**src/rtl/sync_gray_ptr.sv**
```systemverilog
// Multi-stage synchroniser for a Gray-coded FIFO pointer crossing into the CLK domain.
// Adds a registered binary view, a change strobe and a Gray-step integrity checker.
module sync_gray_ptr #(
    parameter int ADDR_SIZE   = 4,
    parameter int SYNC_STAGES = 2,
    parameter int CHECK_GRAY  = 1
) (
    input  logic                 CLK,
    input  logic                 RST,
    input  logic [ADDR_SIZE:0]   PTR_GRAY,
    input  logic                 ERR_CLR,
    output logic [ADDR_SIZE:0]   Q_GRAY,
    output logic [ADDR_SIZE:0]   Q_BIN,
    output logic                 CHANGE,
    output logic                 GRAY_ERR,
    output logic [7:0]           ERR_CNT
);

    localparam int W = ADDR_SIZE + 1;

    if (SYNC_STAGES < 2) begin : g_stage_check
        $error("sync_gray_ptr: SYNC_STAGES must be at least 2");
    end

    function automatic logic [W-1:0] gray2bin(input logic [W-1:0] g);
        logic [W-1:0] b;
        b[W-1] = g[W-1];
        for (int i = W - 2; i >= 0; i--) begin
            b[i] = b[i+1] ^ g[i];
        end
        return b;
    endfunction

    function automatic logic [7:0] popcount(input logic [W-1:0] v);
        logic [7:0] n;
        n = 8'd0;
        for (int i = 0; i < W; i++) begin
            n = n + {7'd0, v[i]};
        end
        return n;
    endfunction

    logic [W-1:0] sync_q [SYNC_STAGES];
    logic [W-1:0] prev_q;
    logic [W-1:0] q_bin_q,    q_bin_d;
    logic         change_q,   change_d;
    logic         gray_err_q, gray_err_d;
    logic [7:0]   err_cnt_q,  err_cnt_d;

    logic [W-1:0] last_s;
    logic [7:0]   dist_s;
    logic [7:0]   cnt_base_s;

    assign last_s = sync_q[SYNC_STAGES-1];

    // Synchroniser chain: plain flop-to-flop, nothing in between stages.
    always_ff @(posedge CLK) begin
        if (RST) begin
            for (int k = 0; k < SYNC_STAGES; k++) begin
                sync_q[k] <= {W{1'b0}};
            end
        end else begin
            sync_q[0] <= PTR_GRAY;
            for (int k = 1; k < SYNC_STAGES; k++) begin
                sync_q[k] <= sync_q[k-1];
            end
        end
    end

    // Step classification and next-state for the binary view and error bookkeeping.
    always_comb begin
        dist_s     = popcount(last_s ^ prev_q);
        q_bin_d    = q_bin_q;
        change_d   = 1'b0;
        gray_err_d = gray_err_q;
        err_cnt_d  = err_cnt_q;
        cnt_base_s = err_cnt_q;
        if (CHECK_GRAY != 0) begin
            if (dist_s == 8'd1) begin
                q_bin_d  = gray2bin(last_s);
                change_d = 1'b1;
            end else begin
                q_bin_d  = q_bin_q;
                change_d = 1'b0;
            end
            if (ERR_CLR) begin
                cnt_base_s = 8'd0;
                gray_err_d = 1'b0;
            end else begin
                cnt_base_s = err_cnt_q;
                gray_err_d = gray_err_q;
            end
            // A violation on the same edge as a clear still gets recorded.
            if (dist_s >= 8'd2) begin
                gray_err_d = 1'b1;
                err_cnt_d  = (cnt_base_s == 8'hFF) ? 8'hFF : cnt_base_s + 8'd1;
            end else begin
                err_cnt_d  = cnt_base_s;
            end
        end else begin
            if (dist_s != 8'd0) begin
                q_bin_d  = gray2bin(last_s);
                change_d = 1'b1;
            end else begin
                q_bin_d  = q_bin_q;
                change_d = 1'b0;
            end
            gray_err_d = 1'b0;
            err_cnt_d  = 8'd0;
        end
    end

    // Output and checker state registers; prev tracks the last stage unconditionally.
    always_ff @(posedge CLK) begin
        if (RST) begin
            prev_q     <= {W{1'b0}};
            q_bin_q    <= {W{1'b0}};
            change_q   <= 1'b0;
            gray_err_q <= 1'b0;
            err_cnt_q  <= 8'd0;
        end else begin
            prev_q     <= last_s;
            q_bin_q    <= q_bin_d;
            change_q   <= change_d;
            gray_err_q <= gray_err_d;
            err_cnt_q  <= err_cnt_d;
        end
    end

    assign Q_GRAY   = last_s;
    assign Q_BIN    = q_bin_q;
    assign CHANGE   = change_q;
    assign GRAY_ERR = gray_err_q;
    assign ERR_CNT  = err_cnt_q;

endmodule
```
**config.mk**
```make
export PLATFORM = sky130hd
export DESIGN_NAME = sync_gray_ptr
export DESIGN_NICKNAME = d
export VERILOG_FILES = /design/src/rtl/sync_gray_ptr.sv
export SDC_FILE = /design/constraint.sdc
export NUM_CORES = 1
export LEC_CHECK = 0
export CORE_ASPECT_RATIO = 0.75
export CORE_MARGIN = 4
export CORE_UTILIZATION = 44
export CTS_CLUSTER_SIZE = 24
export DETAILED_ROUTE_END_ITERATION = 6
export PLACE_DENSITY_LB_ADDON = 0.2
export SLEW_MARGIN = 20
export SYNTH_ARGS = -nofsm -noshare
export SYNTH_HDL_FRONTEND = slang
export SYNTH_SLANG_ARGS = --single-unit
```
**constraint.sdc**
```tcl
create_clock -name CLK -period 2.55 [get_ports CLK]
set_input_delay 0.51 -clock CLK [delete_from_list [all_inputs] [get_ports CLK]]
set_output_delay 0.51 -clock CLK [all_outputs]
set_load 0.02 [all_outputs]
```
After elaboration in Yosys (flattened, before gate mapping)
Memory sizes are Yosys's and may differ from the RTL's.
Cells that the tools add are included.

storage, ports and cells
  register bits after elaboration = 20
  memory bits (writable) = 10
  input port bits = 8
  output and inout port bits = 20
  logic and storage cells = 33
  memories kept = 1

memory list
  memory  depth  bits a word  read ports  clocked after memory_dff  wr ports  line  text
  sync_q  2      5            2           0                         2         43    logic [W-1:0] sync_q [SYNC_STAGES];

operators by class
  $add $sub $neg = 5
  $lt $le $gt $ge = 1
  eq/ne operators = 2
  multiplexer cells = 11
  bitwise gates (word level) = 7
  reductions and logical operators = 1

operators by type and width
  operator             count
  $mux 8               3
  $mux 5               2
  $add 8x1->8 const B  1
  $eq 8x8->1 const B   1
  $mux 1               6
  $add 4x1->5          1
  $eq 5x1->1 const B   1
  $ge 5x2->1 const B   1
  $xor 5x5->5          1
  $add 3x1->4          1
  $xor 1x1->1          4
  $add 2x1->3          1
  $add 1x1->2          1
  $or 1x1->1           2
  $reduce_bool 2->1    1

Depth between registers and ports, before layout
An unclocked memory read counts as a cell.

  word-level depth = 8
  depth in mapped cells = 8
  gate-level depth less buffers = 8

Worst setup path after synthesis
No wires, ideal clock.

  path kind = register to register
  start = mem sync_q[0][6] (netlist bit)
  end = reg q_bin_q[0], in the netlist Q_BIN[0]
  setup time = 0.122 ns
  arrival = 2.495 ns
  required time = 2.428 ns
  setup slack = -0.067 ns
  stages on the path, launching flop included = 9
  path buffers = 0
  clock period less this slack = 2.617 ns
  cells stage by stage = dfxtp_1 > xnor2_1 > fa_1 > fa_1 > inv_1 > ha_1 > nor3_2 > nor3b_1 > a311o_1

RTL lines
  element               line  text
  start, declared       43
  end signal, assigned  117   q_bin_q <= {W{1'b0}};
  end signal, assigned  123   q_bin_q <= q_bin_d;
  end, declared         45    logic [W-1:0] q_bin_q, q_bin_d;

==> impl_metrics.json <==
{
  "cp_max_fo": 3,
  "number_of_vias_in_the_routed_layout": 985,
  "reg2regPathDepth": 9,
  "timing.critical_path.arrival_ps": 2630,
  "globalplace.congestion": 0.812,
  "drt_first_pass_iters": 4,
  "grt_antenna_before_repair": 0,
  "startpoint": "sync_q[0][6]",
  "share_clk_of_total_power": 0.320,
  "detail-route-antenna-nets": 0,
  "y_dimension_of_the_die_um": 55.0,
  "timing.final.crit_share": 0.970,
  "grt_first_pass_wirelength_mm": 4.35,
  "place.detailed.instances": 189,
  "setup.worst_path.end": "Q_BIN[0]",
  "fin_nets": 175,
  "critPathLaunchType": "register",
  "finish.cell_count_without_fillers": 196,
  "number_of_storage_elements_in_the_synthesis_netlist": 30,
  "mapped_nets": 140,
  "period_minus_slack_ps": 2470,
  "slew_headroom": 0.723,
  "die_w_um": 70.7,
  "wire_per_inst_um": 13.1,
  "global_route.overflow_total": 0,
  "p_leak_uw": 0.000663,
  "dieArea_um2": 3890,
  "vias_in_the_first_global_route": 944,
  "buffer_ports.inserted": 27,
  "vdd_drop_max_mv": 0.608,
  "boundaryPins": 28,
  "maxCapViolations": 0,
  "drive_gt1_frac": 0.188,
  "pre_cts_slack_ps": -80.9,
  "path_class": "register to register",
  "clk_latency_ps": 270,
  "swShare": 0.256,
  "clock_sinks": 30,
  "post_dp_cell_area_um2": 1630,
  "timing.rr.end": "Q_BIN[0]",
  "cp-end-kind": "register",
  "synth_cell_types": 34,
  "report.final.setup_viol": 0,
  "clk_path_buf_depth": 2,
  "switching_power_uw": 292,
  "fp-row-count": 16,
  "r2r_slack_ps": 80,
  "grt_start_max_net_pins": 18,
  "syn2layout_area_growth_pct": 37.5,
  "final.setup_skew_ps": 6.00,
  "starting_density_of_the_core": 0.480,
  "p_int_uw": 848,
  "drt-total-wl_mm": 2.56,
  "worst-slew-pin-transition_ps": 411,
  "fmax_mhz": 404,
  "cp_data_required_time_ps": 2700,
  "finalSetupTns_ps": 0,
  "layout.cells.most_common": "sky130_fd_sc_hd__dfxtp_1",
  "cts_made_buffers": 5,
  "synthesis.instances": 126,
  "vias_per_cell": 5.03,
  "finalHoldViolations": 0,
  "antennaDiodeCount": 0,
  "grtUsageTotal": 0.147,
  "mappedNetlistArea_um2": 1300,
  "syn-mean-instance-area_um2": 10.3,
  "seq_power_share": 0.454,
  "drc": 0,
  "first_iter_violations": 39,
  "synth-seq-area-share": 0.463,
  "setup_slack_ps": 76.4,
  "final_cell_mix": "sky130_fd_sc_hd__dfxtp_1 (30), sky130_fd_sc_hd__clkdlybuf4s50_1 (27), sky130_fd_sc_hd__nor2b_1 (18), sky130_fd_sc_hd__buf_4 (9)",
  "final-max-slew-violation-count": 0,
  "hold_class": "register to register",
  "clk_root_buffer_cell": "sky130_fd_sc_hd__clkbuf_8",
  "core_region_area_um2": 2700,
  "synth_warnings": 0,
  "worst_r2r_startpoint": "sync_q[0][6]",
  "outcome": "finished, final reports clean",
  "combinationalPowerShare": 0.227,
  "pwr_dens_nw_per_um2": 640,
  "clock_tree_from_tritoncts": "built",
  "final_design_area_no_fill_um2": 1780,
  "cts_max_level": 2,
  "dp_hpwl_mm": 1.90,
  "worst_setup_hold_path_clk_slew_ps": 60
}
[critical path: stages (launching register included)]
cell                      delay (ps)
sky130_fd_sc_hd__dfxtp_1         330
sky130_fd_sc_hd__xnor2_2         150
sky130_fd_sc_hd__fa_1            500
sky130_fd_sc_hd__fa_2            380
sky130_fd_sc_hd__inv_1           110
sky130_fd_sc_hd__ha_4            210
sky130_fd_sc_hd__nor3_4          220
sky130_fd_sc_hd__buf_6           140
sky130_fd_sc_hd__nor3b_1          40
sky130_fd_sc_hd__a311o_1         280
[layout make-up]
class / instances / area, um^2
tap: 36 / 45.0
clock buffer: 6 / 82.6
inverter: 4 / 15.0
multi-input combinational: 83 / 689
timing repair buffer: 37 / 349
sequential: 30 / 601
fill: 219 / 921
[sequential cells by signal, summed over array words and instances (netlist names)]
signal	flops
CHANGE	1
sync_q	10
prev_q	5
GRAY_ERR	1
ERR_CNT	8
Q_BIN	5
[what timing repair did]
action / in CTS / in global routing
buffers inserted: 0 / 1
resized for setup: 5 / 5
pin swaps: 0 / 3
gates cloned: 0 / 0
hold buffers: 0 / 0
endpoints found under the setup margin: 5 / 8
[cell families after synthesis]
family,share of synthesized area
AND/OR/NAND/NOR,0.243
flip-flops,0.463
XOR/XNOR,0.0859
multiplexers,0.0154
adder cells (fa/ha/maj),0.0695
AO/OA/AOI/OAI,0.0695
buffers and inverters,0.0531
[per-layer routing]
| layer | wire (um) | GRT usage | share of wire | up-vias |
|---|---|---|---|---|
| li1 | - | - | - | 495 |
| met1 | 1260 | 0.184 | 0.49 | 457 |
| met2 | 1100 | 0.239 | 0.43 | 28 |
| met3 | 154 | 0.0505 | 0.060 | 5 |
| met4 | 42 | 0.0563 | 0.016 | 0 |
| met5 | 0 | 0 | 0 | - |
[through the flow]
step / hold WS [ps] / total power (uW) / util
2_1_floorplan: 414 / 668 / -
3_3_place_gp: 417 / 755 / 0.604
3_5_place_dp: 432 / 760 / 0.604
4_1_cts: 445 / 1130 / 0.645
5_1_grt: 459 / 1200 / 0.659
6_report: 438 / 1140 / 0.659
[synth_stat cells]
library cell,number,share of area
sky130_fd_sc_hd__dfxtp_1,30,0.46
sky130_fd_sc_hd__nor2b_1,19,0.092
sky130_fd_sc_hd__xnor2_1,7,0.047
sky130_fd_sc_hd__nor2_1,6,0.017
sky130_fd_sc_hd__nor3_1,6,0.023
sky130_fd_sc_hd__a211oi_1,5,0.029
sky130_fd_sc_hd__buf_4,5,0.029
sky130_fd_sc_hd__ha_1,4,0.039
sky130_fd_sc_hd__inv_1,4,0.012
sky130_fd_sc_hd__nand2b_1,4,0.019
sky130_fd_sc_hd__a21oi_1,3,0.012
sky130_fd_sc_hd__nand2_1,3,0.0087
sky130_fd_sc_hd__a31oi_1,2,0.0097
sky130_fd_sc_hd__and3_1,2,0.0097
sky130_fd_sc_hd__and4b_1,2,0.015
sky130_fd_sc_hd__clkbuf_1,2,0.0058
sky130_fd_sc_hd__fa_1,2,0.031
sky130_fd_sc_hd__mux2i_1,2,0.015
sky130_fd_sc_hd__nand3_1,2,0.0077
sky130_fd_sc_hd__nor4_1,2,0.0097
sky130_fd_sc_hd__a311o_1,1,0.0077
sky130_fd_sc_hd__a311oi_1,1,0.0068
sky130_fd_sc_hd__buf_1,1,0.0029
sky130_fd_sc_hd__buf_2,1,0.0039
sky130_fd_sc_hd__nand3b_1,1,0.0058
sky130_fd_sc_hd__nand4_1,1,0.0048
sky130_fd_sc_hd__nor3_2,1,0.0077
sky130_fd_sc_hd__nor3b_1,1,0.0058
sky130_fd_sc_hd__nor4b_2,1,0.012
sky130_fd_sc_hd__o22ai_1,1,0.0048
sky130_fd_sc_hd__or2_2,1,0.0048
sky130_fd_sc_hd__xnor2_2,1,0.013
sky130_fd_sc_hd__xor2_1,1,0.0068
sky130_fd_sc_hd__xor3_2,1,0.019
[how the worst min path moves through the flow]
stage,from,to,depth (start not counted)
final,sync_q[0][4],sync_q[0][9],1
after detailed placement,sync_q[0][1],sync_q[0][6],1
after global placement,sync_q[0][4],sync_q[0][9],1
after CTS,sync_q[0][1],sync_q[0][6],1
after floorplan,sync_q[0][0],sync_q[0][5],1
after global routing,sync_q[0][4],sync_q[0][9],1
[power groups by stage]
stage | registers (uW) | logic [uW] | clock network (uW)
final | 517 | 259 | 364
after global routing | 521 | 279 | 395
after CTS | 517 | 237 | 374
after detailed placement | 526 | 234 | 0
after global placement | 526 | 229 | 0
after floorplan | 553 | 116 | 0
Power figures use the tool's default switching activity.
